### src/rtl/core_pkg.sv
// Shared encodings for the multicycle RV32I-subset core: opcodes, control FSM states,
// ALU operation selects and datapath mux encodings.
package core_pkg;

    localparam logic [6:0] OP_R_TYPE = 7'b0110011;
    localparam logic [6:0] OP_I_TYPE = 7'b0010011;
    localparam logic [6:0] OP_LOAD   = 7'b0000011;
    localparam logic [6:0] OP_STORE  = 7'b0100011;
    localparam logic [6:0] OP_BRANCH = 7'b1100011;

    typedef enum logic [3:0] {
        S_IDLE,
        S_FETCH,
        S_DECODE,
        S_MEMADR,
        S_MEMRD,
        S_MEMWB,
        S_MEMWR,
        S_EXEC_R,
        S_EXEC_I,
        S_ALUWB,
        S_BRANCH,
        S_TRAP
    } state_e;

    localparam logic [1:0] ALU_OP_ADD   = 2'b00;
    localparam logic [1:0] ALU_OP_SUB   = 2'b01;
    localparam logic [1:0] ALU_OP_FUNCT = 2'b10;

    localparam logic [1:0] SRC_A_PC     = 2'b00;
    localparam logic [1:0] SRC_A_OLD_PC = 2'b01;
    localparam logic [1:0] SRC_A_REG    = 2'b10;

    localparam logic [1:0] SRC_B_REG    = 2'b00;
    localparam logic [1:0] SRC_B_FOUR   = 2'b01;
    localparam logic [1:0] SRC_B_IMM    = 2'b10;

    localparam logic PC_SRC_ALU    = 1'b0;
    localparam logic PC_SRC_ALUOUT = 1'b1;

endpackage

### src/rtl/retire_counter.sv
// Retired-instruction counter; advances by one per retiring instruction and wraps
// modulo 2^CNT_W.
module retire_counter #(
    parameter int unsigned CNT_W = 32
) (
    input  logic             clk,
    input  logic             reset_n,
    input  logic             inc,
    output logic [CNT_W-1:0] count
);

    logic [CNT_W-1:0] count_q;
    logic [CNT_W-1:0] count_d;

    always_comb begin
        count_d = count_q;
        if (inc) begin
            count_d = count_q + 1'b1;
        end
    end

    always_ff @(posedge clk or negedge reset_n) begin
        if (!reset_n) begin
            count_q <= '0;
        end else begin
            count_q <= count_d;
        end
    end

    assign count = count_q;

endmodule

### src/rtl/multicycle_ctrl.sv
// Main control FSM of the multicycle core: sequences fetch, decode, execute, memory
// and write-back over the shared ALU and unified memory, and counts retired instructions.
module multicycle_ctrl
    import core_pkg::*;
#(
    parameter int unsigned CNT_W = 32
) (
    input  logic             clk,
    input  logic             reset_n,
    input  logic [6:0]       opcode,
    input  logic             zero,
    input  logic             mem_ready,
    output logic             mem_read,
    output logic             mem_write,
    output logic             i_or_d,
    output logic             ir_write,
    output logic             pc_en,
    output logic             pc_source,
    output logic [1:0]       alu_src_a,
    output logic [1:0]       alu_src_b,
    output logic [1:0]       alu_op,
    output logic             funct_sub_mask,
    output logic             reg_write,
    output logic             mem_to_reg,
    output logic             illegal,
    output logic [CNT_W-1:0] retired
);

    state_e state_q;
    state_e state_d;
    logic   illegal_q;
    logic   illegal_d;
    logic   retire_inc;

    always_ff @(posedge clk or negedge reset_n) begin
        if (!reset_n) begin
            state_q   <= S_IDLE;
            illegal_q <= 1'b0;
        end else begin
            state_q   <= state_d;
            illegal_q <= illegal_d;
        end
    end

    always_comb begin
        state_d        = state_q;
        mem_read       = 1'b0;
        mem_write      = 1'b0;
        i_or_d         = 1'b0;
        ir_write       = 1'b0;
        pc_en          = 1'b0;
        pc_source      = PC_SRC_ALU;
        alu_src_a      = SRC_A_PC;
        alu_src_b      = SRC_B_REG;
        alu_op         = ALU_OP_ADD;
        funct_sub_mask = 1'b0;
        reg_write      = 1'b0;
        mem_to_reg     = 1'b0;
        retire_inc     = 1'b0;

        case (state_q)
            S_IDLE: state_d = S_FETCH;

            // PC+4 is written back in the same cycle the instruction lands in IR.
            S_FETCH: begin
                mem_read  = 1'b1;
                alu_src_b = SRC_B_FOUR;
                ir_write  = mem_ready;
                pc_en     = mem_ready;
                if (mem_ready) state_d = S_DECODE;
            end

            S_DECODE: begin
                alu_src_a = SRC_A_OLD_PC;
                alu_src_b = SRC_B_IMM;
                case (opcode)
                    OP_R_TYPE:         state_d = S_EXEC_R;
                    OP_I_TYPE:         state_d = S_EXEC_I;
                    OP_LOAD, OP_STORE: state_d = S_MEMADR;
                    OP_BRANCH:         state_d = S_BRANCH;
                    default:           state_d = S_TRAP;
                endcase
            end

            S_EXEC_R: begin
                alu_src_a = SRC_A_REG;
                alu_op    = ALU_OP_FUNCT;
                state_d   = S_ALUWB;
            end

            S_EXEC_I: begin
                alu_src_a      = SRC_A_REG;
                alu_src_b      = SRC_B_IMM;
                alu_op         = ALU_OP_FUNCT;
                funct_sub_mask = 1'b1;
                state_d        = S_ALUWB;
            end

            S_ALUWB: begin
                reg_write  = 1'b1;
                retire_inc = 1'b1;
                state_d    = S_FETCH;
            end

            S_MEMADR: begin
                alu_src_a = SRC_A_REG;
                alu_src_b = SRC_B_IMM;
                state_d   = (opcode == OP_LOAD) ? S_MEMRD : S_MEMWR;
            end

            S_MEMRD: begin
                mem_read = 1'b1;
                i_or_d   = 1'b1;
                if (mem_ready) state_d = S_MEMWB;
            end

            S_MEMWB: begin
                reg_write  = 1'b1;
                mem_to_reg = 1'b1;
                retire_inc = 1'b1;
                state_d    = S_FETCH;
            end

            S_MEMWR: begin
                mem_write  = 1'b1;
                i_or_d     = 1'b1;
                retire_inc = mem_ready;
                if (mem_ready) state_d = S_FETCH;
            end

            S_BRANCH: begin
                alu_src_a  = SRC_A_REG;
                alu_op     = ALU_OP_SUB;
                pc_source  = PC_SRC_ALUOUT;
                pc_en      = zero;
                retire_inc = 1'b1;
                state_d    = S_FETCH;
            end

            S_TRAP: state_d = S_TRAP;

            default: state_d = S_IDLE;
        endcase

        illegal_d = illegal_q | (state_d == S_TRAP);
    end

    assign illegal = illegal_q;

    retire_counter #(
        .CNT_W(CNT_W)
    ) u_retire (
        .clk     (clk),
        .reset_n (reset_n),
        .inc     (retire_inc),
        .count   (retired)
    );

endmodule

### config.mk
export PLATFORM = sky130hd
export DESIGN_NAME = multicycle_ctrl
export DESIGN_NICKNAME = d
export VERILOG_FILES = /design/src/rtl/core_pkg.sv /design/src/rtl/retire_counter.sv /design/src/rtl/multicycle_ctrl.sv
export SDC_FILE = /design/constraint.sdc
export NUM_CORES = 1
export LEC_CHECK = 0
export ABC_CLOCK_PERIOD_IN_PS = 3000
export CAP_MARGIN = 20
export CELL_PAD_IN_SITES_DETAIL_PLACEMENT = 1
export CELL_PAD_IN_SITES_GLOBAL_PLACEMENT = 1
export CORE_MARGIN = 8
export CORE_UTILIZATION = 35
export CTS_CLUSTER_SIZE = 25
export DETAILED_ROUTE_END_ITERATION = 6
export PLACE_DENSITY = 0.76
export SYNTH_ARGS = -nofsm -noshare
export SYNTH_HDL_FRONTEND = slang
export SYNTH_HIERARCHICAL = 1
export SYNTH_SLANG_ARGS = --single-unit
### constraint.sdc
create_clock -name clk -period 3 [get_ports clk]
set_input_delay 0.75 -clock clk [delete_from_list [all_inputs] [get_ports clk]]
set_output_delay 0.75 -clock clk [all_outputs]
set_load 0.02 [all_outputs]
* Yosys cells after proc, flatten, opt, wreduce, memory -nomap -nowiden
Index checks and enable logic that the tools add are counted.
** Operators by class
- $mul :: 0
- Bitwise gates (word level) :: 1
- Mux-type cells :: 19
- Reduce and logical (&&, ||, !) cells :: 10
- Order comparisons :: 0
- Add/subtract/negate cells :: 1
- Equality and inequality tests :: 17
- Divide/modulo/power cells :: 0
- Shift-type cells :: 0
** Operators by type and width (number)
- 32-bit by 1-bit adder with 32-bit output (second input constant) :: 1
- 4-bit case mux with 8 select lines :: 1
- 4-bit == test (second input constant) :: 5
- 4-bit by 3-bit == test with 1-bit output (second input constant) :: 4
- 4-bit case mux with 4 select lines :: 1
- 7-bit by 6-bit == test with 1-bit output (second input constant) :: 2
- 4-bit 2-to-1 mux :: 3
- 2-bit case mux with 2 select lines :: 3
- 2-bit OR reduction :: 5
- 4-bit by 2-bit == test with 1-bit output (second input constant) :: 2
- 1-bit 2-to-1 mux :: 8
- 4-bit OR reduction :: 2
- 7-bit by 2-bit == test with 1-bit output (second input constant) :: 1
- 7-bit by 5-bit == test with 1-bit output (second input constant) :: 1
- 7-bit == test (second input constant) :: 1
- 3-bit OR reduction :: 2
- 4-bit by 1-bit == test with 1-bit output (second input constant) :: 1
- 4-bit zero test :: 1
- 1-bit case mux with 2 select lines :: 2
- 2-bit 2-to-1 mux :: 1
- 1-bit OR :: 1
** Storage, ports and cells
- Register bits :: 37
- Input port bits :: 11
- Bits in writable memories :: 0
- Output and inout bits :: 48
- Bits in read-only memories :: 0
- Latch bits :: 0
- Memories :: 0

* Logic depth before layout (Yosys ltp)
Gate-level depths: netlist (run 1).
- Word-level depth :: 6
- Gate-level depth with buffers :: 8
- Gate-level depth less buffers :: 7

* Cells and area by module
Netlist (run 1), hierarchy kept.
** Modules (own cells, without submodules)
- retire_counter :: times used 1, cells an instance 123, sequential area each 800.8 µm², area an instance 1448.9 µm²
- multicycle_ctrl :: times used 1, cells an instance 65, sequential area each 125.1 µm², area an instance 490.5 µm²

* Worst setup path after synthesis (run 1)
No wires, ideal clock.
- Kind :: register to register
- From :: register state_q[1]
- To :: register u_retire.count_q[23] (netlist: u_retire/count[23])
- Path slack :: 411 ps
- Required time :: 2920 ps
- Arrival :: 2509 ps
- Cell stages (with the launch flop) :: 9
- Period minus slack after synthesis :: 2589 ps
- Library setup time :: 80 ps
- Cell sequence :: dfrtp_1 > clkbuf_1 > nand2b_1 > a21oi_1 > a31o_2 > nand4_4 > or4_4 > nor4_2 > xor2_1
** On the way
- Cells in the longest elaborated chain, start to end :: 3
** RTL lines
- from (decl) :: RTL line multicycle_ctrl.sv:29 : state_e state_q;
- from (signal assigned) :: RTL line multicycle_ctrl.sv:40 : state_q <= state_d;
- 4-bit == test or 4-bit by 3-bit == test with 1-bit output (tied branches) :: RTL line multicycle_ctrl.sv:61 : case (state_q)
- 3-bit OR reduction (no source line)
- 1-bit case mux with 2 select lines (*) :: RTL line multicycle_ctrl.sv:61
- net retire_inc :: RTL line multicycle_ctrl.sv:33 : logic retire_inc;
- to (signal assigned) :: RTL line retire_counter.sv:26 : count_q <= count_d;
- to (decl) :: RTL line retire_counter.sv:12 : logic [CNT_W-1:0] count_q;
The timed path passes the listed nets; every way through them passes the cells marked *.
A chain may end at the register's enable or synchronous reset.

* Final worst setup path (run 1)
- From :: input mem_ready
- To :: output pc_en
** On the way
- Cells in the longest elaborated chain, start to end :: 1
** RTL lines
- from (decl) :: RTL line multicycle_ctrl.sv:12 : input logic mem_ready,
- 1-bit case mux with 2 select lines :: RTL line multicycle_ctrl.sv:61
- to (decl) :: RTL line multicycle_ctrl.sv:17 : output logic pc_en,
No other way between the ends.

==> out/qor.txt, run 1 <==
status -> completed
Final Cell Area -> 2770 sq um
critical-path cell list -> clkdlybuf4s50_1 -> and2_1 -> a21o_1 -> clkdlybuf4s50_1
CTS Buf Count -> 5
most common cell after layout, fill and taps aside -> clkdlybuf4s50_1
relative slew slack -> 45.0%
Syn Inst Count -> 188
area of the multi-input gates -> 978 sq um
CP bufs+invs -> 2
initial drt markers -> 87
cts hold-fix bufs -> 0
# port buffers -> 58
Most used DFF post-synth -> dfrtp_1
n_diodes -> 0
Slowest Stage Delay on Critical Path -> 600 ps
largest net degree at the start of global routing -> 38
Skew-Pair Late Insertion Delay -> 290 ps
Root Buffer -> clkbuf_8
max-cap violations -> 0
Vias/cell -> 5.12
Setup Buffers After CTS -> 0
most frequent cell on the critical path -> clkdlybuf4s50_1
Fmax -> 0.346 GHz
cells on worst reg2reg path -> 8
Core Region -> 5440 sq um
FP Rows -> 27
Placed Area -> 2650 sq um
Worst VDD drop -> 372 uV
GPL Wtd Cong -> 0.707
Hold Crit Depth -> 1
CP Capture Type -> output port
DPL Wire Length -> 4.15 mm
DR vias -> 1691
min Tclk post-route -> 2890 ps
register area -> 927 sq um
NumNets Final -> 269
fin crit share -> 96.4%
r2r endpoint -> u_retire/count[23]$_DFFE_PN0P_
Ys Warns -> 6
drt wl/cell -> 16.6 um
Yosys top cell by area -> dfrtp_1
clock buffer depth -> 2
post-synthesis sequential area ratio -> 47.7%
post-cts resize count -> 0
Crit path arrival time -> 2140 ps
Slew @ Worst Pin -> 824 ps
post-route met1 wirelength -> 2.54 mm
worst min-delay path class -> reg -> reg
FILL cells -> 599
IO Pins -> 59
CTS tree -> yes
synth unique cells -> 44
Setup TNS -> 0 ps
Tot GR Track Use -> 13.8%
mapped cell area -> 1940 sq um
most frequent cells in the layout -> clkdlybuf4s50_1, dfrtp_1, xnor2_1
Routed Antenna Nets -> 0
post-synthesis register bit count -> 37
DRT Pass-1 Iters -> 4
first-pass GRT wire length -> 9.28 mm
Final Max Slew Viols -> 0
Startpoint Class -> input port
Pwr Density -> 687 nW/um^2
chip width -> 90.4 um
highest routing layer actually used -> met4
RR Startpoint -> state_q[3]$_DFF_PN0_
Async SR Flop Fraction -> 100%
top post-synthesis cells by area -> dfrtp_1, xnor2_1, xor2_1, nand4_1, nand2_1
share of post-route cells with drive strength above 1 -> 11.6%
DIE AREA -> 8180 sq um
htree depth -> 2
Critical Path Fanout Max -> 3
total wire length -> 5.49 mm
flop2flop setup slack -> 510 ps
Avg Cell Area, Syn -> 10.3 sq um
initial antenna violation count -> 0
Setup violations, final -> 0
met2 wire length -> 2.71 mm
RSZ-0062 raised after global routing -> no
die height -> 90.4 um
CTS sink cnt -> 37
CP required -> 2250 ps
final-report hold violation count -> 0
vias in the first global route -> 1832
Crit-path slowest cell -> clkdlybuf4s50_1
grt ovf -> 0
met3 wire length -> 177 um
leak pwr -> 1.18 nW
Worst Hold Path EP -> u_retire/count[31]$_DFFE_PN0P_
Max Clock Skew -> 9.77 ps
Post-synth EDFFs -> 0
clk slew on worst S/H paths -> 70 ps
Starting Density -> 35.7%
area share of the largest cell type after synthesis -> 47.7%
DRC -> 0
Crit Path Category -> in -> out
synthesis-to-finish area growth -> 43.0%
Top Family by Delay on Critical Path -> buffers and inverters
Hold Startpoint -> u_retire/count[31]$_DFFE_PN0P_
Syn Nets -> 200
## registers in the layout (all words and copies together) (netlist names)
name            count
illegal             1
state_q             4
u_retire/count     32
## per-layer routing
layer	vias up	GRT usage, %
met1	844	16.6
met4	0	4.58
met2	29	23.3
met5	-	0
met3	6	3.74
li1	812	-
## worst reg2reg max path, stage by stage, from the launching register on
cell and delay [ps]:
dfrtp_1 370, buf_4 180, nand2b_1 270, o21ai_0 210
a31o_2 230, nand4_4 110, or4_4 560, nor4_2 330
xor2_1 180
## cells in the mapped netlist (2+ instances only)
library cell	instances
and4_1	3
nor3_1	8
and3_1	4
nor2_1	11
buf_2	2
dfrtp_1	37
nand4_1	10
nand2b_1	4
nor4_2	2
and2_1	3
inv_1	4
xnor2_1	21
a21oi_1	5
xor2_1	12
nor3b_1	3
a21o_1	2
nand3_1	10
clkbuf_1	3
nor4_1	4
o21ai_0	3
nand2_1	14
## worst max path at each step
stage                                    start                             end  slack, ps  cells past startpoint
after floorplan           state_q[1]$_DFF_PN0_  u_retire/count[23]$_DFFE_PN0P_        410                      8
after global placement               mem_ready  u_retire/count[23]$_DFFE_PN0P_        150                      8
after detailed placement             mem_ready  u_retire/count[23]$_DFFE_PN0P_         40                      8
after CTS                 state_q[1]$_DFF_PN0_                           pc_en         70                      5
after global routing                 mem_ready                           pc_en         50                      4
final                                mem_ready                           pc_en        110                      4
## per-stage QoR
step / total power [W] / instances / util [%] / hold slack, ps / setup WS, ps
after floorplan: 0.00111 / 188 / - / 454 / 411
after global placement: 0.00146 / 322 / 48.7 / 464 / 146
after detailed placement: 0.00147 / 322 / 48.7 / 467 / 45.0
after CTS: 0.00193 / 330 / 50.9 / 484 / 67.6
after global routing: 0.00202 / 330 / 51.0 / 503 / 48.7
final: 0.00191 / 330 / 51.0 / 478 / 109
## report_power, final
| part | internal (W) | total (W) | switching, W |
|---|---|---|---|
| logic | 0.000376 | 0.000793 | 0.000417 |
| registers | 0.000563 | 0.000668 | 0.000105 |
| clock network | 0.000271 | 0.000445 | 0.000174 |
## logic make-up (layout without fill, tap and decap cells)
group	Yosys count	count (layout)	share of synthesized area, %
flops	37	37	47.7
mux	1	1	0.581
simple gates	86	86	26.7
compound gates	20	20	7.36
fa+ha+maj	1	1	0.645
buf+inv	10	80	2.06
xor+xnor	33	33	14.9
## cell type report
type | instances | share of cell area, %
Inverter | 5 | 0.677
Sequential cell | 37 | 33.4
Timing Repair Buffer | 67 | 23.2
Clock buffer | 7 | 3.11
Tap cell | 72 | 3.25
Multi-Input combinational cell | 141 | 35.3
Clock inverter | 1 | 1.08
Power figures use the tool's default switching activity.
==> inputs of run 2 (changes only) <==
==> constraint.sdc (replaced) <==
create_clock -name clk -period 3 [get_ports clk]
set_input_delay 0.6 -clock clk [delete_from_list [all_inputs] [get_ports clk]]
set_output_delay 0.6 -clock clk [all_outputs]
set_load 0.02 [all_outputs]
==> run 2 against run 1 <==
  * Sequential power rose by 3.0%
  * Core utilization down 1.1 points
  * Fmax rose by 3.8%
  * Largest power group unchanged
==> out/qor.txt, run 2 (synthesized netlist as in run 1, its figures left out) <==
status -> completed
cts hold-fix bufs -> 0 (unchanged)
clk slew on worst S/H paths -> 80 ps (about the same)
first-pass GRT wire length -> 9.00 mm (-3.0%)
DRT Pass-1 Iters -> 4 (unchanged)
Root Buffer -> clkbuf_8
fin crit share -> 92.9% (-3.5 points)
DPL Wire Length -> 4.14 mm (about the same)
RSZ-0062 raised after global routing -> no
synthesis-to-finish area growth -> 40.0%
most frequent cells in the layout -> clkdlybuf4s50_1, dfrtp_1, xnor2_1
pre-CTS setup slack -> 167 ps (+122 ps)
DRC -> 0 (unchanged)
initial antenna violation count -> 0 (unchanged)
worst min-delay path class -> in -> async
htree depth -> 2 (unchanged)
vias in the first global route -> 1764 (-3.7%)
Max Clock Skew -> 5.01 ps (-4.76 ps)
r2r endpoint -> u_retire/count[23]$_DFFE_PN0P_
max reg flops -> 32 (unchanged)
Fmax -> 0.359 GHz (+3.8%)
DIE AREA -> 8180 sq um (unchanged)
FP Rows -> 27 (unchanged)
GPL Wtd Cong -> 0.740 (+4.7%)
Worst VDD drop -> 371 uV (-0.23%)
min Tclk post-route -> 2790 ps (-105 ps)
total wire length -> 5.30 mm (-3.4%)
CTS tree -> yes
register area -> 926 sq um (-0.13%)
largest net degree at the start of global routing -> 38 (unchanged)
grt ovf -> 0 (unchanged)
IO Pins -> 59 (unchanged)
Crit path arrival time -> 2190 ps (+50 ps)
Routed Antenna Nets -> 0 (unchanged)
final-report hold violation count -> 0 (unchanged)
Setup TNS -> 0 ps (unchanged)
CP required -> 2400 ps (+150 ps)
Tot GR Track Use -> 13.2% (-0.61 points)
clock buffer depth -> 2 (unchanged)
Setup Buffers After CTS -> 0 (unchanged)
Slew @ Worst Pin -> 832 ps (+7.36 ps)
Pwr Density -> 649 nW/um^2 (-5.5%)
most common cell after layout, fill and taps aside -> clkdlybuf4s50_1
RR Startpoint -> state_q[0]$_DFF_PN0_
FILL cells -> 614 (+2.5%)
Critical Path Fanout Max -> 14 (+11)
Starting Density -> 35.7% (unchanged)
share of post-route cells with drive strength above 1 -> 10.2% (-1.4 points)
cells on worst reg2reg path -> 7 (-1)
drt wl/cell -> 16.2 um (-2.6%)
crit path from -> state_q[0]$_DFF_PN0_
area of the multi-input gates -> 973 sq um (-0.51%)
DR vias -> 1672 (-1.1%)
Startpoint Class -> register
relative slew slack -> 44.5% (-0.49 points)
NumNets Final -> 266 (-1.1%)
Vias/cell -> 5.11 (-0.22%)
CP Capture Type -> output port
Skew-Pair Late Insertion Delay -> 280 ps (about the same)
n_diodes -> 0 (unchanged)
leak pwr -> 1.15 nW (-2.5%)
flop2flop setup slack -> 500 ps (about the same)
die height -> 90.4 um (unchanged)
max-cap violations -> 0 (unchanged)
crit path to -> pc_en
CTS Buf Count -> 5 (unchanged)
chip width -> 90.4 um (unchanged)
# port buffers -> 58 (unchanged)
post-cts resize count -> 0 (unchanged)
Setup violations, final -> 0 (unchanged)
CTS sink cnt -> 37 (unchanged)
initial drt markers -> 45 (-48%)
Final Max Slew Viols -> 0 (unchanged)
Core Region -> 5440 sq um (unchanged)
Crit Path Category -> reg -> out
post-route setup slack -> 213 ps (+105 ps)
==> run 2: cell count changes in the layout (fill, tap and decap cells not counted) <==
cell	before	now
dfrtp_1	36	37
buf_4	9	6
clkbuf_8	6	5
bufinv_16	1	0
nor3_2	2	1
clkinvlp_4	0	1
clkbuf_1	1	0
dfrtp_2	1	0
clkinv_2	0	2
nor3_1	7	8
==> run 2: metrics by stage <==
step / util (%) / std cells / total power [W] / hold WS, ps / instance area, sq um
2_1_floorplan: - / 188 / 0.00111 / 304 / 1940
3_3_place_gp: 48.3 / 319 / 0.00144 / 463 / 2630
3_5_place_dp: 48.3 / 319 / 0.00145 / 485 / 2630
4_1_cts: 49.9 / 327 / 0.00179 / 429 / 2720
5_1_grt: 49.9 / 327 / 0.00187 / 473 / 2720
6_report: 49.9 / 327 / 0.00176 / 409 / 2720
==> run 2: area by class of cell <==
| class | instances | area share, % |
|---|---|---|
| sequential | 37 | 34.1 |
| clock buffer | 5 | 2.53 |
| multi-input combinational | 141 | 35.9 |
| timing repair buffer | 64 | 22.9 |
| tap | 72 | 3.32 |
| clock inverter | 3 | 0.645 |
| inverter | 5 | 0.691 |
==> run 2: worst max-delay path, stage by stage (launching register included) <==
cell	delay, ps
dfrtp_1	650
nand2b_1	180
nor3_1	200
and2_1	190
a21o_1	90
clkdlybuf4s50_1	600
==> run 2: how the worst min path moves through the flow <==
| stage | from | to | cells after the start |
|---|---|---|---|
| 2_1_floorplan | reset_n | illegal$_DFF_PN0_ | 0 |
| 3_3_place_gp | u_retire/count[31]$_DFFE_PN0P_ | u_retire/count[31]$_DFFE_PN0P_ | 1 |
| 3_5_place_dp | u_retire/count[31]$_DFFE_PN0P_ | u_retire/count[31]$_DFFE_PN0P_ | 1 |
| 4_1_cts | reset_n | u_retire/count[26]$_DFFE_PN0P_ | 1 |
| 5_1_grt | reset_n | u_retire/count[31]$_DFFE_PN0P_ | 1 |
| 6_report | reset_n | u_retire/count[31]$_DFFE_PN0P_ | 1 |
==> run 2: report_power, final <==
group	leakage [nW]	internal [W]	total, W	switching, W
clock network	0.0439	0.000160	0.000335	0.000175
registers	0.488	0.000561	0.000688	0.000126
logic	0.614	0.000356	0.000740	0.000384
==> run 2: routing by layer <==
| metal | share of wire [%] | track usage [%] |
|---|---|---|
| met2 | 47 | 20.9 |
| met4 | 1.0 | 4.16 |
| met3 | 4.6 | 3.57 |
| met5 | 0 | 0 |
| met1 | 48 | 17.1 |
==> inputs of run 3 (changes only) <==
- ABC_AREA: unset -> 1
- CORE_UTILIZATION: 35 -> 36
- CTS_BUF_LIST: unset -> sky130_fd_sc_hd__clkbuf_8
- PLACE_DENSITY: 0.76 -> 0.79
- SETUP_SLACK_MARGIN: unset -> 0.3
==> run 3 against run 2 <==
  * Area after synthesis grew 22%
  * Cell area grew 16%
  * Flip-flop and latch count is the same
  * Largest power group unchanged
  * Die area grew 15%
  * Fmax grew 8.2%
  * Global-route usage grew 1.7 points
  * Sequential share of layout area shrank 4.7 points
  * Register-to-register slack gained 430 ps
  * Critical endpoint unchanged
  * Sequential power shrank 3.2%
  * First-iteration DRC count grew 51%
  * Clock-buffer cell count grew 2
  * Non-clock buffer count shrank 6
==> out/qor.txt, run 3 <==
IO Pins -> 59 (unchanged)
max reg flops -> 32 (unchanged)
Crit path arrival time -> 1970 ps (-220 ps)
hold slack -> 419 ps (+10.0 ps)
FILL cells -> 820 (+34%)
clk slew on worst S/H paths -> 80 ps (about the same)
Async SR Flop Fraction -> 100% (unchanged)
Most used DFF post-synth -> dfrtp_1
Worst VDD drop -> 416 uV (+12%)
htree depth -> 2 (unchanged)
Final Max Slew Viols -> 0 (unchanged)
Routed Antenna Nets -> 0 (unchanged)
relative slew slack -> 43.1% (-1.4 points)
Placed Area -> 3040 sq um (+16%)
CTS tree -> yes
synthesis-to-finish area growth -> 32.6%
Setup Buffers After CTS -> 0 (unchanged)
cts hold-fix bufs -> 0 (unchanged)
register area -> 926 sq um (unchanged)
Fmax -> 0.388 GHz (+8.2%)
Core Region -> 6350 sq um (+17%)
Syn Inst Count -> 321 (+71%)
GPL Wtd Cong -> 0.881 (+19%)
Post-synth EDFFs -> 0 (unchanged)
dpl cells -> 456 (+43%)
fin crit share -> 85.8% (-7.1 points)
NumNets Final -> 398 (+50%)
Root Buffer -> clkbuf_8
chip width -> 97.2 um (+7.4%)
most frequent cells in the layout -> nand2_1, clkdlybuf4s50_1, nor2_1
mapped cell area -> 2370 sq um (+22%)
flop2flop setup slack -> 930 ps (+430 ps)
RR Startpoint -> state_q[3]$_DFF_PN0_
status -> completed
DIE AREA -> 9440 sq um (+15%)
final-report hold violation count -> 0 (unchanged)
RSZ-0062 raised after global routing -> no
initial antenna violation count -> 0 (unchanged)
# port buffers -> 58 (unchanged)
DRC -> 0 (unchanged)
r2r endpoint -> u_retire/count[19]$_DFFE_PN0P_
Yosys top cell by area -> dfrtp_1
most common cell after layout, fill and taps aside -> nand2_1
top cells by count, synth -> nand2_1, nor2_1, dfrtp_1
DR vias -> 2241 (+34%)
Final Cell Area -> 3150 sq um (+16%)
largest net degree at the start of global routing -> 38 (unchanged)
grt ovf -> 0 (unchanged)
CTS sink cnt -> 37 (unchanged)
Crit Path Category -> in -> out
fin cells -> 464 (+42%)
area of the multi-input gates -> 1290 sq um (+32%)
crit path from -> mem_ready
Vias/cell -> 4.83 (-5.5%)
Setup TNS -> 0 ps (unchanged)
post-cts resize count -> 0 (unchanged)
Slew @ Worst Pin -> 853 ps (+21.2 ps)
max-cap violations -> 0 (unchanged)
Starting Density -> 37.4% (+1.7 points)
cells on worst reg2reg path -> 10 (+3)
Pwr Density -> 662 nW/um^2 (+2.0%)
area share of the largest cell type after synthesis -> 39.0% (-8.7 points)
min Tclk post-route -> 2570 ps (-212 ps)
Avg Cell Area, Syn -> 7.39 sq um (-28%)
clock buffer depth -> 2 (unchanged)
Ys Warns -> 6 (unchanged)
Syn Nets -> 333 (+67%)
worst min-delay path class -> in -> async
synth unique cells -> 24 (-45%)
initial drt markers -> 68 (+51%)
Setup violations, final -> 0 (unchanged)
Skew-Pair Late Insertion Delay -> 280 ps (about the same)
Startpoint Class -> input port
CTS Buf Count -> 5 (unchanged)
drt wl/cell -> 14.9 um (-7.8%)
Max Clock Skew -> 6.56 ps (+1.55 ps)
CP required -> 2400 ps (about the same)
Tot GR Track Use -> 15.0% (+1.7 points)
n_diodes -> 0 (unchanged)
die height -> 97.2 um (+7.4%)
DRT Pass-1 Iters -> 4 (unchanged)
most frequent cell after synthesis -> nand2_1
leak pwr -> 1.42 nW (+24%)
post-synthesis register bit count -> 37 (unchanged)
DPL Wire Length -> 5.68 mm (+37%)
vias in the first global route -> 2428 (+38%)
FP Rows -> 29 (+7.4%)
total wire length -> 6.93 mm (+31%)
post-synthesis sequential area ratio -> 39.0% (-8.7 points)
share of post-route cells with drive strength above 1 -> 14.7% (+4.5 points)
Critical Path Fanout Max -> 4 (-10)
first-pass GRT wire length -> 12.0 mm (+33%)
top post-synthesis cells by area -> dfrtp_1, nand2_1, nor2_1, inv_1, nand3_1
CP Capture Type -> output port
-- run 3: cell types whose count changed in the layout (fill, tap and decap cells not counted), moves of 10 or more --
cell / previous run / this run
xnor2_1: 21 / 6
nor2_1: 11 / 44
nand3_1: 10 / 24
nand2_2: 0 / 10
nand2_1: 14 / 95
inv_1: 4 / 34
-- run 3: worst max path at each step --
stage / to / slack, ps
after floorplan: u_retire/count[29]$_DFFE_PN0P_ / 1150
after global placement: u_retire/count[29]$_DFFE_PN0P_ / 370
after detailed placement: u_retire/count[29]$_DFFE_PN0P_ / 280
after CTS: pc_en / 420
after global routing: pc_en / 400
final: pc_en / 430
-- run 3: final cells by class --
| class | count | share of cell area (%) |
|---|---|---|
| Tap cell | 77 | 3.06 |
| Clock inverter | 1 | 0.159 |
| Timing Repair Buffer | 58 | 18.3 |
| Sequential cell | 37 | 29.4 |
| Clock buffer | 7 | 3.06 |
| Multi-Input combinational cell | 242 | 40.9 |
| Inverter | 42 | 5.05 |
-- run 3: power by group --
part / switching [W] / internal [W] / leakage, nW
logic: 0.000631 / 0.000397 / 0.879
clock network: 0.000182 / 0.000208 / 0.0542
registers: 0.0000995 / 0.000566 / 0.488
-- run 3: logic make-up after synthesis --
group	count (synthesis)	synth area share, %
DFF	37	39.0
buffers and inverters	42	6.70
xor gates and xnor gates	17	6.28
adders and majority gates	1	0.527
and+or+nand+nor	217	45.5
AOI/OAI and AO/OA	7	2.00
-- run 3: layer usage --
metal | track usage [%] | wire [um] | vias to the layer above | part of all wire [%]
met4 | 3.31 | 43 | 0 | 0.62
li1 | - | - | 1121 | -
met2 | 25.0 | 3380 | 34 | 49
met5 | 0 | 0 | - | 0
met3 | 2.99 | 239 | 2 | 3.4
met1 | 19.2 | 3270 | 1084 | 47
-- run 3: stage by stage --
step | power (W) | util (%) | worst slack, ps
2_1_floorplan | 0.00133 | - | 1150
3_3_place_gp | 0.00169 | 47.9 | 372
3_5_place_dp | 0.00172 | 47.9 | 282
4_1_cts | 0.00211 | 49.5 | 418
5_1_grt | 0.00222 | 49.5 | 401
6_report | 0.00208 | 49.5 | 426
-- run 3: critical path, stage by stage --
cell and delay (ps):
clkdlybuf4s50_1 590, nand2_4 100, nand2_1 70, clkdlybuf4s50_1 610
